<file path="src/rtl/arp_pkg.sv">
// Shared constants, state type and frame builder for the ARP transmit path.
package arp_pkg;

   localparam int unsigned ARP_LENGTH = 28;
   localparam int unsigned FRAME_W    = ARP_LENGTH * 8;

   localparam logic [15:0] HTYPE      = 16'h0001;
   localparam logic [15:0] PTYPE      = 16'h0800;
   localparam logic [7:0]  HLEN       = 8'h06;
   localparam logic [7:0]  PLEN       = 8'h04;
   localparam logic [15:0] OP_REQUEST = 16'h0001;
   localparam logic [15:0] OP_REPLY   = 16'h0002;

   typedef enum logic [1:0] {IDLE, SEND, ACK} arp_state_e;

   // Byte 0 of the frame lands in the most significant byte of the result.
   function automatic logic [FRAME_W-1:0] build_frame(input logic [15:0] oper,
                                                      input logic [47:0] sha,
                                                      input logic [31:0] spa,
                                                      input logic [47:0] tha,
                                                      input logic [31:0] tpa);
      return {HTYPE, PTYPE, HLEN, PLEN, oper, sha, spa, tha, tpa};
   endfunction

endpackage

</file>
<file path="src/rtl/arp_send_if.sv">
// Byte stream from the ARP transmitter toward the MAC framing stage.
interface arp_send_if;

   logic [7:0] arp_tdata_out;
   logic       arp_tvalid_out;
   logic       arp_tlast_out;
   logic       arp_tready_in;

   modport master (
      output arp_tdata_out,
      output arp_tvalid_out,
      output arp_tlast_out,
      input  arp_tready_in
   );

   modport slave (
      input  arp_tdata_out,
      input  arp_tvalid_out,
      input  arp_tlast_out,
      output arp_tready_in
   );

endinterface

</file>
<file path="src/rtl/arp_send.sv">
// ARP transmitter: snapshots a 28-byte reply or request payload and streams it
// MSB-first, then holds a level acknowledge for replies.
module arp_send
   import arp_pkg::*;
(
   input  logic              clk,
   input  logic              reset,
   input  logic [31:0]       local_ip_addr,
   input  logic [47:0]       local_mac_addr,
   input  logic [31:0]       remote_ip_addr_in,
   input  logic [47:0]       remote_mac_addr_in,
   input  logic              arp_reply_in,
   output logic              reply_ready_out,
   output logic              arp_reply_ack,
   input  logic              arp_request_in,
   input  logic [31:0]       request_ip_addr_in,
   arp_send_if.master        axis
);

   localparam logic [4:0] LastIdx = 5'(ARP_LENGTH - 1);

   arp_state_e         state_q, state_d;
   logic [4:0]         cnt_q, cnt_d;       // byte index in SEND, ack age in ACK
   logic [FRAME_W-1:0] frame_q, frame_d;
   logic               is_reply_q, is_reply_d;
   logic               req_pend_q, req_pend_d;
   logic [31:0]        req_ip_q, req_ip_d;
   logic [FRAME_W-1:0] frame_shift;

   // State and snapshot registers with synchronous reset.
   always_ff @(posedge clk) begin
      if (reset) begin
         state_q    <= IDLE;
         cnt_q      <= '0;
         frame_q    <= '0;
         is_reply_q <= 1'b0;
         req_pend_q <= 1'b0;
         req_ip_q   <= '0;
      end else begin
         state_q    <= state_d;
         cnt_q      <= cnt_d;
         frame_q    <= frame_d;
         is_reply_q <= is_reply_d;
         req_pend_q <= req_pend_d;
         req_ip_q   <= req_ip_d;
      end
   end

   // Next-state: frame selection in IDLE, byte stepping in SEND, ack hold in ACK.
   always_comb begin
      state_d    = state_q;
      cnt_d      = cnt_q;
      frame_d    = frame_q;
      is_reply_d = is_reply_q;
      req_pend_d = req_pend_q;
      req_ip_d   = req_ip_q;

      unique case (state_q)
         IDLE: begin
            if (arp_reply_in) begin
               state_d    = SEND;
               cnt_d      = '0;
               is_reply_d = 1'b1;
               frame_d    = build_frame(OP_REPLY, local_mac_addr, local_ip_addr,
                                        remote_mac_addr_in, remote_ip_addr_in);
            end else if (req_pend_q) begin
               state_d    = SEND;
               cnt_d      = '0;
               is_reply_d = 1'b0;
               req_pend_d = 1'b0;
               frame_d    = build_frame(OP_REQUEST, local_mac_addr, local_ip_addr,
                                        48'h0, req_ip_q);
            end
         end
         SEND: begin
            if (axis.arp_tready_in) begin
               if (cnt_q == LastIdx) begin
                  cnt_d   = '0;
                  state_d = is_reply_q ? ACK : IDLE;
               end else begin
                  cnt_d = cnt_q + 5'd1;
               end
            end
         end
         ACK: begin
            // The receiver double-syncs the ack, so keep it up for 3 cycles minimum.
            if (cnt_q >= 5'd2 && !arp_reply_in) begin
               state_d = IDLE;
               cnt_d   = '0;
            end else if (cnt_q < 5'd2) begin
               cnt_d = cnt_q + 5'd1;
            end
         end
         default: state_d = IDLE;
      endcase

      // A new pulse wins over the clear from loading a request frame.
      if (arp_request_in) begin
         req_pend_d = 1'b1;
         req_ip_d   = request_ip_addr_in;
      end
   end

   assign frame_shift = frame_q << {cnt_q, 3'b000};

   // Stream and status outputs decoded from the registered state.
   always_comb begin
      axis.arp_tvalid_out = (state_q == SEND);
      axis.arp_tdata_out  = (state_q == SEND) ? frame_shift[FRAME_W-1 -: 8] : 8'h00;
      axis.arp_tlast_out  = (state_q == SEND) && (cnt_q == LastIdx);
      reply_ready_out     = (state_q == IDLE);
      arp_reply_ack       = (state_q == ACK);
   end

endmodule
</file>
<file path="src/flat_wrapper.sv">
// flat-port wrapper written by rule: the top's interface ports become plain ports
module arp_send_flat import arp_pkg::*;
  (clk, reset, local_ip_addr, local_mac_addr, remote_ip_addr_in, remote_mac_addr_in, arp_reply_in, reply_ready_out, arp_reply_ack, arp_request_in, request_ip_addr_in, axis_arp_tdata_out, axis_arp_tvalid_out, axis_arp_tlast_out, axis_arp_tready_in);
  arp_send_if axis_i ();
  input  logic clk;
  input  logic reset;
  input  logic [31:0] local_ip_addr;
  input  logic [47:0] local_mac_addr;
  input  logic [31:0] remote_ip_addr_in;
  input  logic [47:0] remote_mac_addr_in;
  input  logic arp_reply_in;
  output logic reply_ready_out;
  output logic arp_reply_ack;
  input  logic arp_request_in;
  input  logic [31:0] request_ip_addr_in;
  output wire logic [$bits(axis_i.arp_tdata_out)-1:0] axis_arp_tdata_out;
  output wire logic [$bits(axis_i.arp_tvalid_out)-1:0] axis_arp_tvalid_out;
  output wire logic [$bits(axis_i.arp_tlast_out)-1:0] axis_arp_tlast_out;
  input wire logic [$bits(axis_i.arp_tready_in)-1:0] axis_arp_tready_in;
  assign axis_arp_tdata_out = axis_i.arp_tdata_out;
  assign axis_arp_tvalid_out = axis_i.arp_tvalid_out;
  assign axis_arp_tlast_out = axis_i.arp_tlast_out;
  assign axis_i.arp_tready_in = axis_arp_tready_in;
  arp_send u_core (.clk(clk), .reset(reset), .local_ip_addr(local_ip_addr), .local_mac_addr(local_mac_addr), .remote_ip_addr_in(remote_ip_addr_in), .remote_mac_addr_in(remote_mac_addr_in), .arp_reply_in(arp_reply_in), .reply_ready_out(reply_ready_out), .arp_reply_ack(arp_reply_ack), .arp_request_in(arp_request_in), .request_ip_addr_in(request_ip_addr_in), .axis(axis_i));
endmodule
</file>
<file path="config.mk">
export PLATFORM = sky130hd
export DESIGN_NAME = arp_send_flat
export DESIGN_NICKNAME = d
export VERILOG_FILES = /design/src/rtl/arp_pkg.sv /design/src/rtl/arp_send_if.sv /design/src/rtl/arp_send.sv /design/src/flat_wrapper.sv
export SDC_FILE = /design/constraint.sdc
export NUM_CORES = 1
export LEC_CHECK = 0
export BUFFER_PORTS_ARGS = -buffer_cell sky130_fd_sc_hd__buf_2
export CAP_MARGIN = 20
export CORE_MARGIN = 10
export CORE_UTILIZATION = 31
export CTS_CLUSTER_SIZE = 10
export DETAILED_ROUTE_END_ITERATION = 8
export GPL_TIMING_DRIVEN = 0
export SLEW_MARGIN = 10
export SYNTH_ARGS = -nofsm -noshare
export SYNTH_HDL_FRONTEND = slang
export SYNTH_SLANG_ARGS = --single-unit
</file>
<file path="constraint.sdc">
create_clock -name clk -period 2.1 [get_ports clk]
set_input_delay 0 -clock clk [delete_from_list [all_inputs] [get_ports clk]]
set_output_delay 0 -clock clk [all_outputs]
set_load 0.01 [all_outputs]
</file>
==> results.md, run 1 <==
- Outcome: complete, but fails checks
- Failing checks: setup timing
- Fmax: 424.2 MHz
- R2R Path Start: u_core.cnt_q[0]
- Post-DP HPWL: 25260 µm
- DR pass1 iterations: 5
- RSZ-0062 raised after global routing: yes
- H-tree Lvls: 1
- Gp weighted congestion: 0.9190
- ANT nets after route: 0
- Vias in the first global route: 9726
- Drt initial violations: 564
- Largest net degree at the start of global routing: 12
- Asr flop ratio synth: 0%
- Vias after detailed routing: 9313
- DP Cell Count: about 1600
- Post-Syn Area per Cell: about 8.6 µm²
- Setup-failing EPs final: 9
- Post-Route WL: 35810 µm
- Worst EP arrival: 2.36 ns
- Clock sink count: 203
- Core area: between 20000 and 30000 µm²
- Area growth syn-to-layout: 52.22%
- Cell area after synthesis: 9034 µm²
- Die H: between 150 and 200 µm
- Period utilization: 112.2%
- Most frequent cell after synthesis: nand2_1
- VDD IR max: 494.7 µV
- Clock Pin Slew Worst Setup and Hold Paths: 0.06 ns
- Seq/Total Area, Yosys: approximately 45%
- Die W: approximately 190 µm
- Final cell count without fillers: 1885
- Initial antenna violation count: 1
- Critical path peak fanout: 6
- Count of state elements after synthesis: 203
- Total GRT Usage: around a fifth
- Port Buffers: 205
- Multi-input gate area: 4737 µm²
- Tmin final: 2.357 ns
- CTS max path bufs: 3
- Crit path launch: u_core.cnt_q[1]
- Yosys warns: 0
- Hold_sp: arp_reply_in
- DRC Markers: 0
- Gate Count Post-Synth: 1048
- Worst slack at placement: -0.6200 ns
- Top cell type's share of synthesized area: approximately 45%
- Storage cell area: 4068 µm²
- Leak Pwr: 5.640 nW
- Total CTS buffers: 25
- Final Hold Fails: 0
- Layout cells sized above 1: 24.55%
- Fillers: 2720
- Worst endpoint required time: 2.10 ns
- Global-route wire length before repair: 54480 µm
- Final WS setup: -0.2571 ns
- Via-to-Cell Ratio: 4.941
- Rows: 62
- Yosys cell types: 43
- Mean routed wirelength per cell: 19.00 µm
- Crit Path Category: register to output pin
- CP startpoint kind: register
- Worst skew pair latency: 0.51 ns
- Total Nets Final: 1695
- Synth Net Count: 1251
- CTS tree: yes
- Fin. max-slew vios: 0
- Synth area leaders: dfxtp_1 45%, mux2i_1 10%, nand2_1 9.7%
- GRT overflow: 0
- Max-cap violations: 0
- PD cells: 925.2 nW/µm²
- Number of synthesized flops with an enable pin: 0
- Cell taking the most area after synthesis: dfxtp_1
- Slew HR: 47.82%
- # IOs: about 210
- Starting Density: 31.47%
- Area of the die: 36370 µm²
- Worst hold path type: primary input to register
- Clk_skew: 0.006481 ns
- Worst-margin pin slew: a little under 0.8 ns
- CP endpoint kind: output pin
- Root Buffer: clkbuf_16
- List of most frequent post-synthesis cells: 234 x nand2_1, 203 x dfxtp_1, 138 x a21oi_1, 90 x mux2i_1, 81 x nor2_1
- Top_reg_cell synth: dfxtp_1
## placed cells by master (no fill, tap or decap), types with 5 or more instances in the layout
master | synthesis | routed
dfxtp_1 | 203 | 200
ha_1 | 6 | 5
nand2b_1 | 5 | 5
a21oi_1 | 138 | 134
nand3_1 | 59 | 57
mux2i_4 | 0 | 5
nor2_1 | 81 | 79
inv_1 | 8 | 8
buf_1 | 8 | 5
mux4_2 | 28 | 28
clkbuf_16 | 0 | 26
a211oi_1 | 36 | 36
buf_6 | 2 | 12
buf_4 | 0 | 16
mux2_2 | 6 | 5
nor3_1 | 7 | 6
clkbuf_2 | 0 | 21
nand2_1 | 234 | 232
dlygate4sd3_1 | 0 | 195
buf_2 | 14 | 208
clkbuf_1 | 69 | 47
mux2i_1 | 90 | 82
## final timing paths
check                                to  slack (ns)  cells past startpoint
setup / recovery  axis_arp_tdata_out[6]       -0.26                      8
hold / removal       u_core.frame_q[81]        0.13                      5
setup reg to reg      u_core.state_q[1]       -0.04                      9
hold reg to reg      u_core.frame_q[72]        0.45                      2
## critical path, stage by stage (launching register included)
cell and delay (ns):
dfxtp_2 0.35, buf_6 0.15, clkbuf_16 0.16, mux4_2 0.51, mux2i_2 0.21, nor2_1 0.06
a21oi_1 0.15, a21oi_2 0.08, buf_2 0.18
## timing repair
action,in CTS,in global routing
gates cloned,1,1
buffers inserted,10,6
endpoints found under the hold margin,192,0
gates resized for setup,91,38
hold buffers,195,0
pin swaps,4,7
setup endpoints to repair,172,159
## where the power goes
| group | switching (mW) | leakage (nW) | internal (mW) | total [mW] |
|---|---|---|---|---|
| sequential | 0.424 | 1.67 | 4.52 | 4.95 |
| clock | 1.57 | 0.352 | 2.35 | 3.93 |
| combinational | 2.26 | 3.61 | 1.59 | 3.85 |
## metrics by stage
step / setup TNS, ns / utilization, % / power [mW] / hold slack, ns / instance area, µm²
after floorplan: 0 / - / 7.039 / 0.1360 / 9034
after global placement: -59.84 / 36.72 / 8.210 / 0.2355 / 10540
after detailed placement: -69.06 / 36.72 / 8.279 / 0.2420 / 10540
after CTS: -1.952 / 47.31 / 12.66 / 0.1077 / 13580
after global routing: -2.474 / 47.90 / 13.38 / 0.1608 / 13750
final: -1.823 / 47.91 / 12.72 / 0.1280 / 13750
## cells by family (layout without fill, tap and decap cells)
logic type	count (synthesis)	in the layout	share of synthesized area, %
AO/OA/AOI/OAI	206	206	13.13
adder cells (fa/ha/maj)	6	6	0.8310
buffers and inverters	102	553	4.598
flip-flops	203	203	44.99
multiplexers	124	124	17.70
other	0	2	0
AND/OR/NAND/NOR	407	407	18.75
## flip-flops by register name (all words and copies together), names as in the netlist
name               cells
u_core.frame_q       163
u_core.cnt_q           5
u_core.state_q         2
u_core.req_pend_q      1
u_core.req_ip_q       32
## metal layers
metal | global-route usage, % | vias up | share of wire, % | wire, µm
met1 | 24.27 | 4318 | 42 | 15150
li1 | - | 4528 | - | -
met4 | 6.693 | 0 | 3.6 | 1272
met5 | 0 | - | 0 | 0
met2 | 30.93 | 387 | 47 | 16670
met3 | 4.206 | 80 | 7.6 | 2721
## area by class of cell
cell class	count	area share, %
Buffer	92	3.940
Clock buffer	32	4.959
Timing Repair Buffer	418	23.04
Tap cell	384	3.494
Antenna cell	2	0.03640
Multi-Input combinational cell	743	34.45
Clock inverter	2	0.2548
Sequential cell	203	29.58
Inverter	9	0.2457
(Power assumes the default switching activity.)
==> run 2, diff against run 1 <==
--- a/constraint.sdc
+++ b/constraint.sdc
@@ -3,2 +3,2 @@
 set_output_delay 0 -clock clk [all_outputs]
-set_load 0.01 [all_outputs]
+set_load 0.1 [all_outputs]
==> run 2 against run 1 <==
The run still ends with setup timing left. Sequential share of layout area fell by 0.88 points. Worst hold slack worse by 0.0050 ns. Critical path depth stayed put. Non-clock buffer count up 3. Total power grew 3.2%. Critical endpoint is now axis_arp_tdata_out[0]. Largest power group unchanged. Highest routed layer unchanged.
==> results.md, run 2 (same netlist as run 1, synthesis figures left out) <==
- Global-route wire length before repair: 56800 µm (was 54480 µm)
- Total GRT Usage: 19.80% (was 19.01%)
- Worst-margin pin slew: 0.8269 ns (was 0.7828 ns)
- Area of the die: 36370 µm² (unchanged)
- CP startpoint kind: register (unchanged)
- Worst EP arrival: 2.41 ns (was 2.36 ns)
- Tmin final: 2.407 ns (was 2.357 ns)
- Delay of the slowest critical-path stage: 0.35 ns (was 0.51 ns)
- Fillers: 2666 (was 2720)
- GRT overflow: 0 (unchanged)
- DRC Markers: 0 (unchanged)
- Final Hold Fails: 0 (unchanged)
- Clk_skew: 0.02621 ns (was 0.006481 ns)
- CTS tree: yes (unchanged)
- Largest net degree at the start of global routing: 14 (was 12)
- # IOs: 209 (unchanged)
- Rows: 62 (unchanged)
- Outcome: complete, but fails checks (unchanged)
- Failing checks: setup timing (unchanged)
- Worst skew pair latency: 0.54 ns (was 0.51 ns)
- Die H: 190.7 µm (unchanged)
- Period utilization: 114.6% (was 112.2%)
- Fin. max-slew vios: 0 (unchanged)
- Pwr Total: 13.13 mW (was 12.72 mW)
- Total Nets Final: 1698 (was 1695)
- Commonest non-fill, non-tap cell in the layout: nand2_1 (unchanged)
- Total CTS buffers: 25 (unchanged)
- Fmax: 415.4 MHz (was 424.2 MHz)
- Clock Pin Slew Worst Setup and Hold Paths: 0.06 ns (about the same)
- Max reg flops: 163 (unchanged)
- Port Buffers: 205 (unchanged)
- Via-to-Cell Ratio: 5.090 (was 4.941)
- Most frequent cells in the layout: 232 x nand2_1, 202 x buf_2, 199 x dfxtp_1 (was 232 x nand2_1, 208 x buf_2, 200 x dfxtp_1)
- CTS max path bufs: 3 (unchanged)
- Starting Density: 31.47% (unchanged)
- Vias after detailed routing: 9615 (was 9313)
- Largest regs: u_core.frame_q x163, u_core.req_ip_q x32, u_core.cnt_q x5 (unchanged)
- VDD IR max: 486.0 µV (was 494.7 µV)
- Initial antenna violation count: 4 (was 1)
- DR pass1 iterations: 6 (was 5)
- Leak Pwr: 5.719 nW (was 5.640 nW)
- Mean routed wirelength per cell: 19.67 µm (was 19.00 µm)
- Critical path peak fanout: 6 (unchanged)
- Worst slack at placement: -0.6980 ns (was -0.6200 ns)
- H-tree Lvls: 1 (unchanged)
- Die W: 190.7 µm (unchanged)
- ANT nets after route: 0 (unchanged)
- Core area: 28700 µm² (unchanged)
- Post-DP HPWL: 25750 µm (was 25260 µm)
- Slowest stage cell, crit path: dfxtp_2 (was mux4_2)
- Area growth syn-to-layout: 56.93% (was 52.22%)
- Root Buffer: clkbuf_16 (unchanged)
- Worst endpoint required time: 2.10 ns (about the same)
- Gp weighted congestion: 0.9193 (was 0.9190)
- RSZ-0062 raised after global routing: yes (unchanged)
- Storage cell area: 4069 µm² (was 4068 µm²)
- Multi-input gate area: 4962 µm² (was 4737 µm²)
- Vias in the first global route: 9898 (was 9726)
- CP endpoint kind: output pin (unchanged)
- Top reg by flops: u_core.frame_q (unchanged)
- Max-cap violations: 0 (unchanged)
- Cell mode on critical path: buf_12
- Crit Path Category: register to output pin (unchanged)
- Final WS setup: -0.3073 ns (was -0.2571 ns)
- PD cells: 926.4 nW/µm² (was 925.2 nW/µm²)
- CP cell instances: buf_8, buf_12, bufbuf_16, mux4_2, mux2i_1, o211ai_1, and3_4, buf_12 (was buf_6, clkbuf_16, mux4_2, mux2i_2, nor2_1, a21oi_1, a21oi_2, buf_2)
- Drt initial violations: 729 (was 564)
- Worst hold path type: primary input to register (unchanged)
- Fin util: 49.39% (was 47.91%)
- Post-Route WL: 37150 µm (was 35810 µm)
- Setup TNS: -2.143 ns (was -1.823 ns)
- Layout cells sized above 1: 26.32% (was 24.55%)
- Setup-failing EPs final: 11 (was 9)
- Clock sink count: 203 (unchanged)
- Slew HR: 44.88% (was 47.82%)
## run 2: worst paths after layout
path                 startpoint                    end  slack, ns  cells past startpoint
max             u_core.cnt_q[1]  axis_arp_tdata_out[0]      -0.31                      8
min                arp_reply_in      u_core.state_q[0]       0.12                      5
max reg2reg     u_core.cnt_q[1]        u_core.cnt_q[4]      -0.02                      8
min reg2reg  u_core.frame_q[37]     u_core.frame_q[37]       0.45                      2
## run 2: through the flow
step | cell area, µm² | hold slack, ns | std cells
final | 14180 | 0.1230 | 1889
after global routing | 14180 | 0.1898 | 1889
after global placement | 10640 | 0.2359 | 1637
after detailed placement | 10640 | 0.2419 | 1637
after floorplan | 9129 | 0.1360 | 1048
after CTS | 13980 | 0.1177 | 1878
## run 2: power breakdown
| group | switching, mW | internal [mW] | total [mW] |
|---|---|---|---|
| logic | 2.55 | 1.64 | 4.19 |
| registers | 0.429 | 4.52 | 4.95 |
| clock network | 1.62 | 2.37 | 3.99 |
## run 2: critical path: cells and delay by family, from the launching register on
kind	cells	cell delay, ns
compound gates	1	0.11
buf+inv	4	0.71
flops	1	0.35
mux	2	0.48
simple gates	1	0.22
## run 2: repair_timing
action                                 CTS  global route
gates cloned                             2             1
hold buffers                           195             0
gates resized for setup                147            51
pin swaps                               12            10
setup endpoints to repair              177           132
endpoints found under the hold margin  192             0
buffers inserted                        13             6
## run 2: per-layer routing
layer,up-vias,GRT usage [%],part of all wire (%)
li1,4539,-,-
met1,4595,25.21,43
met2,384,32.77,47
met3,97,3.475,6.1
met4,0,7.450,3.9
met5,-,0,0
## run 2: cell type report
class / instances / area share [%]
multi-input combinational: 743 / 35.00
tap: 384 / 3.389
antenna: 4 / 0.07061
sequential: 203 / 28.70
inverter: 9 / 0.2648
clock inverter: 5 / 0.5560
clock buffer: 28 / 4.492
buffer: 91 / 3.963
timing repair buffer: 422 / 23.56
==> run 3, diff against run 2 <==
Settings changed: CELL_PAD_IN_SITES_DETAIL_PLACEMENT set to 1, CELL_PAD_IN_SITES_GLOBAL_PLACEMENT set to 2, CORE_UTILIZATION 31 to 29, PLACE_DENSITY_LB_ADDON set to 0.1.
==> run 3 against run 2 <==
The run still ends with setup timing left. Clock skew down 0.020 ns. Sequential share of layout area down 0.16 points. Cell area up 0.63%. Maximum frequency up 1.8%. Wire length up 8.5%. Sequential power about the same. Via count down 3.2%. First-iteration DRC count down 29%. Combinational power up 4%.
==> results.md, run 3 (same netlist as run 1, synthesis figures left out) <==
- PD cells: 928.6 nW/µm² (was 926.4 nW/µm²)
- Area growth syn-to-layout: 57.91% (was 56.93%)
- Final WS setup: -0.2649 ns (was -0.3073 ns)
- Final hold slack: 0.1771 ns (was 0.1230 ns)
- Critical path peak fanout: 7 (was 6)
- Crit Path Category: register to output pin (unchanged)
- Worst endpoint required time: 2.10 ns (about the same)
- Area of the die: 38610 µm² (was 36370 µm²)
- Final Hold Fails: 0 (unchanged)
- Clock Pin Slew Worst Setup and Hold Paths: 0.06 ns (about the same)
- Largest net degree at the start of global routing: 14 (unchanged)
- Fmax: 422.9 MHz (was 415.4 MHz)
- Root Buffer: clkbuf_16 (unchanged)
- Mean routed wirelength per cell: 21.20 µm (was 19.67 µm)
- Clk_skew: 0.006074 ns (was 0.02621 ns)
- Initial antenna violation count: 0 (was 4)
- Worst EP arrival: 2.36 ns (was 2.41 ns)
- Largest regs: u_core.frame_q x163, u_core.req_ip_q x32, u_core.cnt_q x5 (unchanged)
- CTS max path bufs: 3 (unchanged)
- CP endpoint kind: output pin (unchanged)
- DRC Markers: 0 (unchanged)
- Starting Density: 29.45% (was 31.47%)
- GRT overflow: 0 (unchanged)
- Multi-input gate area: 5017 µm² (was 4962 µm²)
- Post-Route WL: 40320 µm (was 37150 µm)
- Commonest non-fill, non-tap cell in the layout: nand2_1 (unchanged)
- Core area: 30670 µm² (was 28700 µm²)
- Outcome: complete, but fails checks (unchanged)
- Dpl cell area: 10650 µm² (was 10640 µm²)
- Failing checks: setup timing (unchanged)
- Final cell count without fillers: 1902 (was 1889)
- Int Pwr: 8.498 mW (was 8.535 mW)
- DR pass1 iterations: 6 (unchanged)
- CP startpoint kind: register (unchanged)
- Net Sw Frac: 35.84% (was 35.01%)
- Port Buffers: 205 (unchanged)
- Setup-failing EPs final: 9 (was 11)
- RSZ-0062 raised after global routing: yes (unchanged)
- Vias in the first global route: 10210 (was 9898)
- Rows: 64 (was 62)
- Vias after detailed routing: 9310 (was 9615)
- Sequential share of power: 37.6% (was 37.7%)
- Leak Pwr: 5.747 nW (was 5.719 nW)
- Worst-margin pin slew: 0.8801 ns (was 0.8269 ns)
- Post-DP HPWL: 28820 µm (was 25750 µm)
- Period utilization: 112.6% (was 114.6%)
- DP Cell Count: 1649 (was 1637)
- Max reg flops: 163 (unchanged)
- Global-route wire length before repair: 61110 µm (was 56800 µm)
- Part of the power in the clock network: 29.6% (was 30.4%)
- Drt initial violations: 519 (was 729)
- Logic pwr share: 32.7% (was 31.9%)
- Fillers: 3486 (was 2666)
- CTS tree: yes (unchanged)
- # IOs: 209 (unchanged)
- Tmin final: 2.365 ns (was 2.407 ns)
- Fin util: 46.51% (was 49.39%)
- Die W: 196.5 µm (was 190.7 µm)
- H-tree Lvls: 1 (unchanged)
- Worst skew pair latency: 0.52 ns (was 0.54 ns)
- Total GRT Usage: 20.33% (was 19.80%)
- Antenna cells: 0 (was 4)
- Final Cell Area: 14260 µm² (was 14180 µm²)
- Max-cap violations: 0 (unchanged)
- Total Nets Final: 1700 (was 1698)
- Worst hold path type: primary input to register (unchanged)
- Most frequent cells in the layout: 230 x nand2_1, 201 x buf_2, 199 x dfxtp_1 (was 232 x nand2_1, 202 x buf_2, 199 x dfxtp_1)
- Top reg by flops: u_core.frame_q (unchanged)
- ANT nets after route: 0 (unchanged)
- Die H: 196.5 µm (was 190.7 µm)
- Layout cells sized above 1: 26.89% (was 26.32%)
- Total CTS buffers: 25 (unchanged)
- Slew HR: 41.33% (was 44.88%)
- Storage cell area: 4071 µm² (was 4069 µm²)
- VDD IR max: 575.0 µV (was 486.0 µV)
- Sw Pwr: 4.748 mW (was 4.597 mW)
- Gp weighted congestion: 0.8344 (was 0.9193)
- Fin. max-slew vios: 0 (unchanged)
- Clock sink count: 203 (unchanged)
- Setup TNS: -1.913 ns (was -2.143 ns)
- Via-to-Cell Ratio: 4.895 (was 5.090)
[run 3: final cells by class]
type	count	area share, %
buffer	90	3.912
sequential	203	28.54
clock buffer	35	4.929
multi-input combinational	743	35.17
inverter	9	0.2807
clock inverter	1	0.03508
timing repair buffer	425	23.66
tap	396	3.473
[run 3: metal layers]
metal	wire length (µm)	GRT usage, %	vias to the layer above
li1	-	-	4538
met1	18070	26.44	4495
met2	19620	34.59	222
met3	1667	2.851	55
met4	959	5.232	0
met5	0	0	-
[run 3: path summary, 6_finish.rpt]
| check | from | to | slack, ns | cells after the start |
|---|---|---|---|---|
| setup / recovery | u_core.cnt_q[0] | axis_arp_tdata_out[0] | -0.26 | 7 |
| hold / removal | arp_reply_in | u_core.state_q[1] | 0.18 | 5 |
| setup reg to reg | u_core.cnt_q[0] | u_core.state_q[0] | 0 | 11 |
| hold reg to reg | u_core.frame_q[34] | u_core.frame_q[34] | 0.45 | 2 |
[run 3: what timing repair did]
action / 4_1_cts / 5_1_grt
resized for setup: 158 / 59
setup endpoints to repair: 177 / 140
setup buffers: 14 / 6
cloned: 3 / 2
pin swaps: 10 / 20
endpoints found under the hold margin: 192 / 0
hold buffers: 195 / 0
[run 3: power by group through the flow]
stage          Clock, mW  Combinational (mW)  Sequential [mW]
3_3_place_gp           0                3.62             5.01
3_5_place_dp           0                3.66             5.03
5_1_grt             4.18                4.77             5.06
6_report            3.93                4.34             4.98
4_1_cts             4.04                4.20             4.98
2_1_floorplan          0                2.41             4.83
[run 3: stage by stage]
stage / total power [mW] / setup WS [ns]
after CTS: 13.21 / -0.2733
after global routing: 14.01 / -0.3183
after global placement: 8.630 / -0.7128
final: 13.25 / -0.2649
after floorplan: 7.234 / -0.09072
after detailed placement: 8.692 / -0.7245
[run 3: critical path: stages (launching register included)]
cell	delay, ns
dfxtp_2	0.35
buf_12	0.16
buf_4	0.12
mux4_2	0.53
mux2i_1	0.17
o211ai_1	0.11
and3_4	0.21
buf_12	0.16
